## src/rtl/updown_sweep_controller_if.sv

```systemverilog
// Config/command and status bundle between a sweep controller and its control logic.
// master drives commands and limits; slave (the controller) drives count and status.
interface updown_sweep_controller_if #(
    parameter int WIDTH   = 4,
    parameter int DWELL_W = 4,
    parameter int SWEEP_W = 8
);
    logic               start;
    logic               stop;
    logic [WIDTH-1:0]   lo_limit;
    logic [WIDTH-1:0]   hi_limit;
    logic [DWELL_W-1:0] dwell;
    logic [SWEEP_W-1:0] num_sweeps;
    logic [WIDTH-1:0]   count;
    logic               up_down;
    logic               busy;
    logic               done;
    logic               cfg_err;
    logic [2:0]         state;

    modport master (
        output start, stop, lo_limit, hi_limit, dwell, num_sweeps,
        input  count, up_down, busy, done, cfg_err, state
    );

    modport slave (
        input  start, stop, lo_limit, hi_limit, dwell, num_sweeps,
        output count, up_down, busy, done, cfg_err, state
    );
endinterface

```

## src/rtl/updown_sweep_controller.sv

```systemverilog
// Bounded triangle-sweep sequencer: lo..hi..lo with dwell at each bound, repeated num_sweeps times.
// All outputs registered; count reaches hi hi-lo edges after start; no backpressure, stop aborts next edge.
module updown_sweep_controller #(
    parameter int WIDTH   = 4,
    parameter int DWELL_W = 4,
    parameter int SWEEP_W = 8
) (
    input  logic                      clk,
    input  logic                      reset,
    updown_sweep_controller_if.slave  bus
);
    typedef enum logic [2:0] {
        S_IDLE     = 3'd0,
        S_UP       = 3'd1,
        S_DWELL_HI = 3'd2,
        S_DOWN     = 3'd3,
        S_DWELL_LO = 3'd4
    } state_e;

    localparam logic [WIDTH-1:0]   C_ONE = {{(WIDTH-1){1'b0}}, 1'b1};
    localparam logic [DWELL_W-1:0] D_ONE = {{(DWELL_W-1){1'b0}}, 1'b1};
    localparam logic [SWEEP_W-1:0] S_ONE = {{(SWEEP_W-1){1'b0}}, 1'b1};

    state_e             state_q;
    logic [WIDTH-1:0]   count_q;
    logic [WIDTH-1:0]   lo_q;
    logic [WIDTH-1:0]   hi_q;
    logic [DWELL_W-1:0] dwell_q;
    logic [DWELL_W-1:0] dcnt_q;
    logic [SWEEP_W-1:0] nsweep_q;
    logic [SWEEP_W-1:0] sweep_q;
    logic               up_down_q;
    logic               busy_q;
    logic               done_q;
    logic               cfg_err_q;

    logic [WIDTH-1:0]   count_inc;
    logic [WIDTH-1:0]   count_dec;
    logic [SWEEP_W-1:0] sweep_inc;
    logic [DWELL_W-1:0] dwell_last;
    logic               cfg_bad;

    // Only computed from registered values that stay in [lo,hi]; the bound checks
    // below stop the count before the increment/decrement could ever wrap.
    assign count_inc  = count_q + C_ONE;
    assign count_dec  = count_q - C_ONE;
    assign sweep_inc  = sweep_q + S_ONE;
    assign dwell_last = dwell_q - D_ONE;
    assign cfg_bad    = (bus.lo_limit >= bus.hi_limit) || (bus.num_sweeps == '0);

    always_ff @(posedge clk or negedge reset) begin
        if (!reset) begin
            state_q   <= S_IDLE;
            count_q   <= '0;
            lo_q      <= '0;
            hi_q      <= '0;
            dwell_q   <= '0;
            dcnt_q    <= '0;
            nsweep_q  <= '0;
            sweep_q   <= '0;
            up_down_q <= 1'b0;
            busy_q    <= 1'b0;
            done_q    <= 1'b0;
            cfg_err_q <= 1'b0;
        end else begin
            done_q    <= 1'b0;
            cfg_err_q <= 1'b0;
            if (state_q != S_IDLE && bus.stop) begin
                state_q   <= S_IDLE;
                busy_q    <= 1'b0;
                up_down_q <= 1'b0;
            end else begin
                case (state_q)
                    S_IDLE: begin
                        if (bus.start && !bus.stop) begin
                            lo_q     <= bus.lo_limit;
                            hi_q     <= bus.hi_limit;
                            dwell_q  <= bus.dwell;
                            nsweep_q <= bus.num_sweeps;
                            if (cfg_bad) begin
                                cfg_err_q <= 1'b1;
                            end else begin
                                count_q   <= bus.lo_limit;
                                up_down_q <= 1'b1;
                                busy_q    <= 1'b1;
                                sweep_q   <= '0;
                                state_q   <= S_UP;
                            end
                        end
                    end
                    S_UP: begin
                        count_q <= count_inc;
                        if (count_inc == hi_q) begin
                            up_down_q <= 1'b0;
                            dcnt_q    <= '0;
                            state_q   <= (dwell_q != '0) ? S_DWELL_HI : S_DOWN;
                        end
                    end
                    S_DWELL_HI: begin
                        if (dcnt_q == dwell_last) begin
                            state_q <= S_DOWN;
                        end else begin
                            dcnt_q <= dcnt_q + D_ONE;
                        end
                    end
                    S_DOWN: begin
                        count_q <= count_dec;
                        if (count_dec == lo_q) begin
                            sweep_q <= sweep_inc;
                            // Completion skips the low dwell; up_down is left at 0.
                            if (sweep_inc == nsweep_q) begin
                                state_q <= S_IDLE;
                                busy_q  <= 1'b0;
                                done_q  <= 1'b1;
                            end else begin
                                up_down_q <= 1'b1;
                                dcnt_q    <= '0;
                                state_q   <= (dwell_q != '0) ? S_DWELL_LO : S_UP;
                            end
                        end
                    end
                    S_DWELL_LO: begin
                        if (dcnt_q == dwell_last) begin
                            state_q <= S_UP;
                        end else begin
                            dcnt_q <= dcnt_q + D_ONE;
                        end
                    end
                    default: begin
                        state_q <= S_IDLE;
                        busy_q  <= 1'b0;
                    end
                endcase
            end
        end
    end

    assign bus.count   = count_q;
    assign bus.up_down = up_down_q;
    assign bus.busy    = busy_q;
    assign bus.done    = done_q;
    assign bus.cfg_err = cfg_err_q;
    assign bus.state   = state_q;
endmodule

```

## src/flat_wrapper.sv

```systemverilog
// flat-port wrapper written by rule: the top's interface ports become plain ports
module updown_sweep_controller_flat 
#(
    parameter int WIDTH   = 4,
    parameter int DWELL_W = 4,
    parameter int SWEEP_W = 8
)
  (clk, reset, bus_start, bus_stop, bus_lo_limit, bus_hi_limit, bus_dwell, bus_num_sweeps, bus_count, bus_up_down, bus_busy, bus_done, bus_cfg_err, bus_state);
  updown_sweep_controller_if #(.WIDTH(WIDTH), .DWELL_W(DWELL_W), .SWEEP_W(SWEEP_W)) bus_i ();
  input  logic clk;
  input  logic reset;
  input wire logic [$bits(bus_i.start)-1:0] bus_start;
  input wire logic [$bits(bus_i.stop)-1:0] bus_stop;
  input wire logic [$bits(bus_i.lo_limit)-1:0] bus_lo_limit;
  input wire logic [$bits(bus_i.hi_limit)-1:0] bus_hi_limit;
  input wire logic [$bits(bus_i.dwell)-1:0] bus_dwell;
  input wire logic [$bits(bus_i.num_sweeps)-1:0] bus_num_sweeps;
  output wire logic [$bits(bus_i.count)-1:0] bus_count;
  output wire logic [$bits(bus_i.up_down)-1:0] bus_up_down;
  output wire logic [$bits(bus_i.busy)-1:0] bus_busy;
  output wire logic [$bits(bus_i.done)-1:0] bus_done;
  output wire logic [$bits(bus_i.cfg_err)-1:0] bus_cfg_err;
  output wire logic [$bits(bus_i.state)-1:0] bus_state;
  assign bus_i.start = bus_start;
  assign bus_i.stop = bus_stop;
  assign bus_i.lo_limit = bus_lo_limit;
  assign bus_i.hi_limit = bus_hi_limit;
  assign bus_i.dwell = bus_dwell;
  assign bus_i.num_sweeps = bus_num_sweeps;
  assign bus_count = bus_i.count;
  assign bus_up_down = bus_i.up_down;
  assign bus_busy = bus_i.busy;
  assign bus_done = bus_i.done;
  assign bus_cfg_err = bus_i.cfg_err;
  assign bus_state = bus_i.state;
  updown_sweep_controller #(.WIDTH(WIDTH), .DWELL_W(DWELL_W), .SWEEP_W(SWEEP_W)) u_core (.clk(clk), .reset(reset), .bus(bus_i));
endmodule
```

## config.mk

```make
export PLATFORM = sky130hd
export DESIGN_NAME = updown_sweep_controller_flat
export DESIGN_NICKNAME = d
export VERILOG_FILES = /design/src/rtl/updown_sweep_controller_if.sv /design/src/rtl/updown_sweep_controller.sv /design/src/flat_wrapper.sv
export SDC_FILE = /design/constraint.sdc
export NUM_CORES = 1
export LEC_CHECK = 0
export CAP_MARGIN = 5
export CORE_ASPECT_RATIO = 0.6
export CORE_MARGIN = 3
export CORE_UTILIZATION = 49
export CTS_BUF_LIST = sky130_fd_sc_hd__clkbuf_16
export DETAILED_ROUTE_END_ITERATION = 10
export HOLD_SLACK_MARGIN = 0.15
export PLACE_DENSITY = 0.77
export SYNTH_ARGS = -nofsm -noshare
export SYNTH_HDL_FRONTEND = slang
export SYNTH_SLANG_ARGS = --single-unit
```

## constraint.sdc

```tcl
create_clock -name clk -period 2.7 [get_ports clk]
set_clock_uncertainty 0.2 [all_clocks]
set_input_delay 0.675 -clock clk [delete_from_list [all_inputs] [get_ports clk]]
set_output_delay 0.675 -clock clk [all_outputs]
set_load 0.01 [all_outputs]
```

==> out/metrics.cfg <==
[run_status]
status=completed

[final_layout]
area_delta_synth_final_pct=33.2
diodes=0
drive_above_1_share_pct=24.9
fin_util_pct=69.6
fin_nets=390

[worst_setup_path]
cp_common_cell=buf_4
reg2reg_from=u_core.sweep_q[1]
path_cells=clkdlybuf4s50_1 > ha_1 > nand2b_4 > a211oi_2 > buf_4 > o211ai_1 > a21o_1 > buf_4 > o21ai_0 > o31ai_1
crit_type=input port to flip-flop
cp_num_cells=10
rrSetupSlack_ns=0.08
cpPeakStageDelay_ns=0.48
cp-end-kind=flip-flop
startpoint_type=input port
cp_num_buf_inv=3
crit_required_ns=2.67
crit_family=buffers and inverters
cp_max_fo=8
cp_slowest_cell=clkdlybuf4s50_1
crit_arrival_ns=2.62
rr_worst_depth=7
timing.rr.end=u_core.bus.up_down

[sta]
setup_viol=0
slew_viol_final=0
post-route-period-util_pct=98.4
worst_slew_pin_slew_ns=0.546
hold_violations=0
fin_setup_tns_ns=0
slew_headroom_pct=63.6
post-route-min-period_ns=2.66
fmax_mhz=376

[die]
io_pins=35
die_area_sq_um=6510
coreArea_sq_um=5200
die-height_um=63.7
die_w_um=102
rows=20
floorplan.initialDensity_pct=52.3

[logic_synthesis]
synth_seq_area_share_pct=39.6
netlist_instances=285
synth.distinct_cells=54
postSynthAreaPerCell_sq_um=9.54
synth-main-ff-cell=dfrtp_1
syn_area_sq_um=2720
ys_warn_count=0
synthesis.nets=319
async_flop_share_pct=100
synth_edf_count=0
ys_ff_latch=43

[clock_network]
clk_path_buf_depth=2
clock_sinks=43
path_clk_slew_ns=0.06
clock_latency_ns=0.29
htreeDepth=2
cts_root_buf=clkbuf_16
cts_buffers=5
cts_hold_buf=0
cts_tree=built

[global_route]
grt-ovfl-total=0
antenna_found_initial=0
grt_pass1_wl_mm=12.1
grt_max_degree=44
grt_usage_pct=23.7
grt_pass1_vias=2490

[routing]
dr.pass1.iters=5
drt-vias-per-instance=5.96
wl_met1_mm=3.43
wl_met2_mm=3.15
routed-wl-met3_um=622
drt-initial-drc-count=175
wl_mm=7.26
highest_layer=met4
vias=2522
drc=0
antenna_left=0
drt-wirelength-per-cell_um=17.2

[placement]
dpl.hpwl_mm=5.52
io_buffers=34
gp_congestion=0.960

[flow_run]
drv_cap=0

[power_and_ir_drop]
total_power_uw=3370
ir_drop_v=0.000505
power.density_nw_per_um2=931
p_leak_uw=0.00159

[min_path]
hp-class=input port to asynchronous set/reset pin

layer usage:
metal  GRT usage [%]  up-vias
met3            6.86       12
met1            35.5     1207
li1                -     1181
met5               0        -
met2            33.7      122
met4            5.40        0
logic make-up after synthesis:
logic type / Yosys count / synth area share (%)
compound gates: 65 / 16.6
xor+xnor: 27 / 9.75
fa+ha+maj: 10 / 4.60
buf+inv: 22 / 3.08
flops: 43 / 39.6
mux: 20 / 8.28
simple gates: 98 / 18.1
synthesized netlist by cell type (5+ instances only):
cell | count | area share (%)
a21o_1 | 5 | 1.4
a21oi_1 | 8 | 1.5
nand2_1 | 24 | 3.3
nand3_1 | 13 | 2.4
nor2_1 | 22 | 3.0
clkbuf_1 | 8 | 1.1
nor3_1 | 12 | 2.2
ha_1 | 10 | 4.6
xnor2_1 | 16 | 5.2
dfrtp_1 | 43 | 40
mux2_2 | 16 | 6.6
inv_1 | 13 | 1.8
xor2_1 | 9 | 2.9
o21ai_0 | 24 | 4.4
flip-flops by register name (all words and copies together), names as in the netlist:
name / cells
u_core.dcnt_q: 4
u_core.lo_q: 4
u_core.bus.up_down: 1
u_core.bus.count: 4
u_core.dwell_q: 4
u_core.hi_q: 4
u_core.bus.done: 1
u_core.bus.state: 3
u_core.bus.busy: 1
u_core.bus.cfg_err: 1
u_core.nsweep_q: 8
u_core.sweep_q: 8
what timing repair did:
action,in CTS,in global routing
resized for setup,5,12
endpoints found under the setup margin,8,18
buffers inserted,0,2
pin swaps,4,11
layout make-up:
class	instances	area [sq um]
tap	66	82.6
fill	390	1580
multi-input combinational	220	1620
clock buffer	5	125
inverter	13	48.8
clock inverter	3	43.8
sequential	43	1080
timing repair buffer	73	627
worst register-to-register path: stages (launching register included):
cell,delay (ns)
dfrtp_1,0.38
ha_2,0.19
nand2_1,0.09
o21a_1,0.19
or4_4,0.52
a2111oi_4,0.43
nand2_1,0.15
o311a_1,0.35
through the flow:
step	area [sq um]	setup WS [ns]	hold slack [ns]	cells
6_report	3620	0.0438	0.263	423
5_1_grt	3620	-0.0160	0.314	423
3_3_place_gp	3380	-0.304	0.291	413
3_5_place_dp	3380	-0.455	0.297	413
4_1_cts	3560	0.0144	0.291	421
2_1_floorplan	2720	0.000383	0.179	285
layout by cell type (no fill, tap or decap), drive strengths merged, types with 4 or more instances in the layout:
cell type	n
dfrtp	43
buf	40
clkdlybuf4s50	32
nand2	24
o21ai	24
nor2	22
mux2	17
xnor2	16
nand3	14
inv	13
nor3	13
ha	10
xor2	9
a21oi	8
a21o	5
clkbuf	5
nand4	4
nor4	4
and3	4
worst max path at each step:
| stage | from | endpoint | slack, ns |
|---|---|---|---|
| finish | bus_hi_limit[0] | u_core.sweep_q[3] | 0.04 |
| global route | u_core.sweep_q[1] | u_core.bus.up_down | -0.02 |
| CTS | u_core.sweep_q[1] | u_core.bus.up_down | 0.01 |
| detailed placement | bus_lo_limit[0] | u_core.bus.state[2] | -0.45 |
| global placement | bus_lo_limit[0] | u_core.sweep_q[5] | -0.30 |
| floorplan | u_core.sweep_q[0] | u_core.dcnt_q[0] | 0.0004 |
power breakdown:
part	leakage (uW)	switching (uW)	internal (uW)	total, uW
sequential	0.000545	243	859	1100
clock	0.0000838	248	436	684
combinational	0.000964	772	815	1590
total	0.00159	1260	2110	3370
Note: power is estimated with default switching activity, not from simulation.
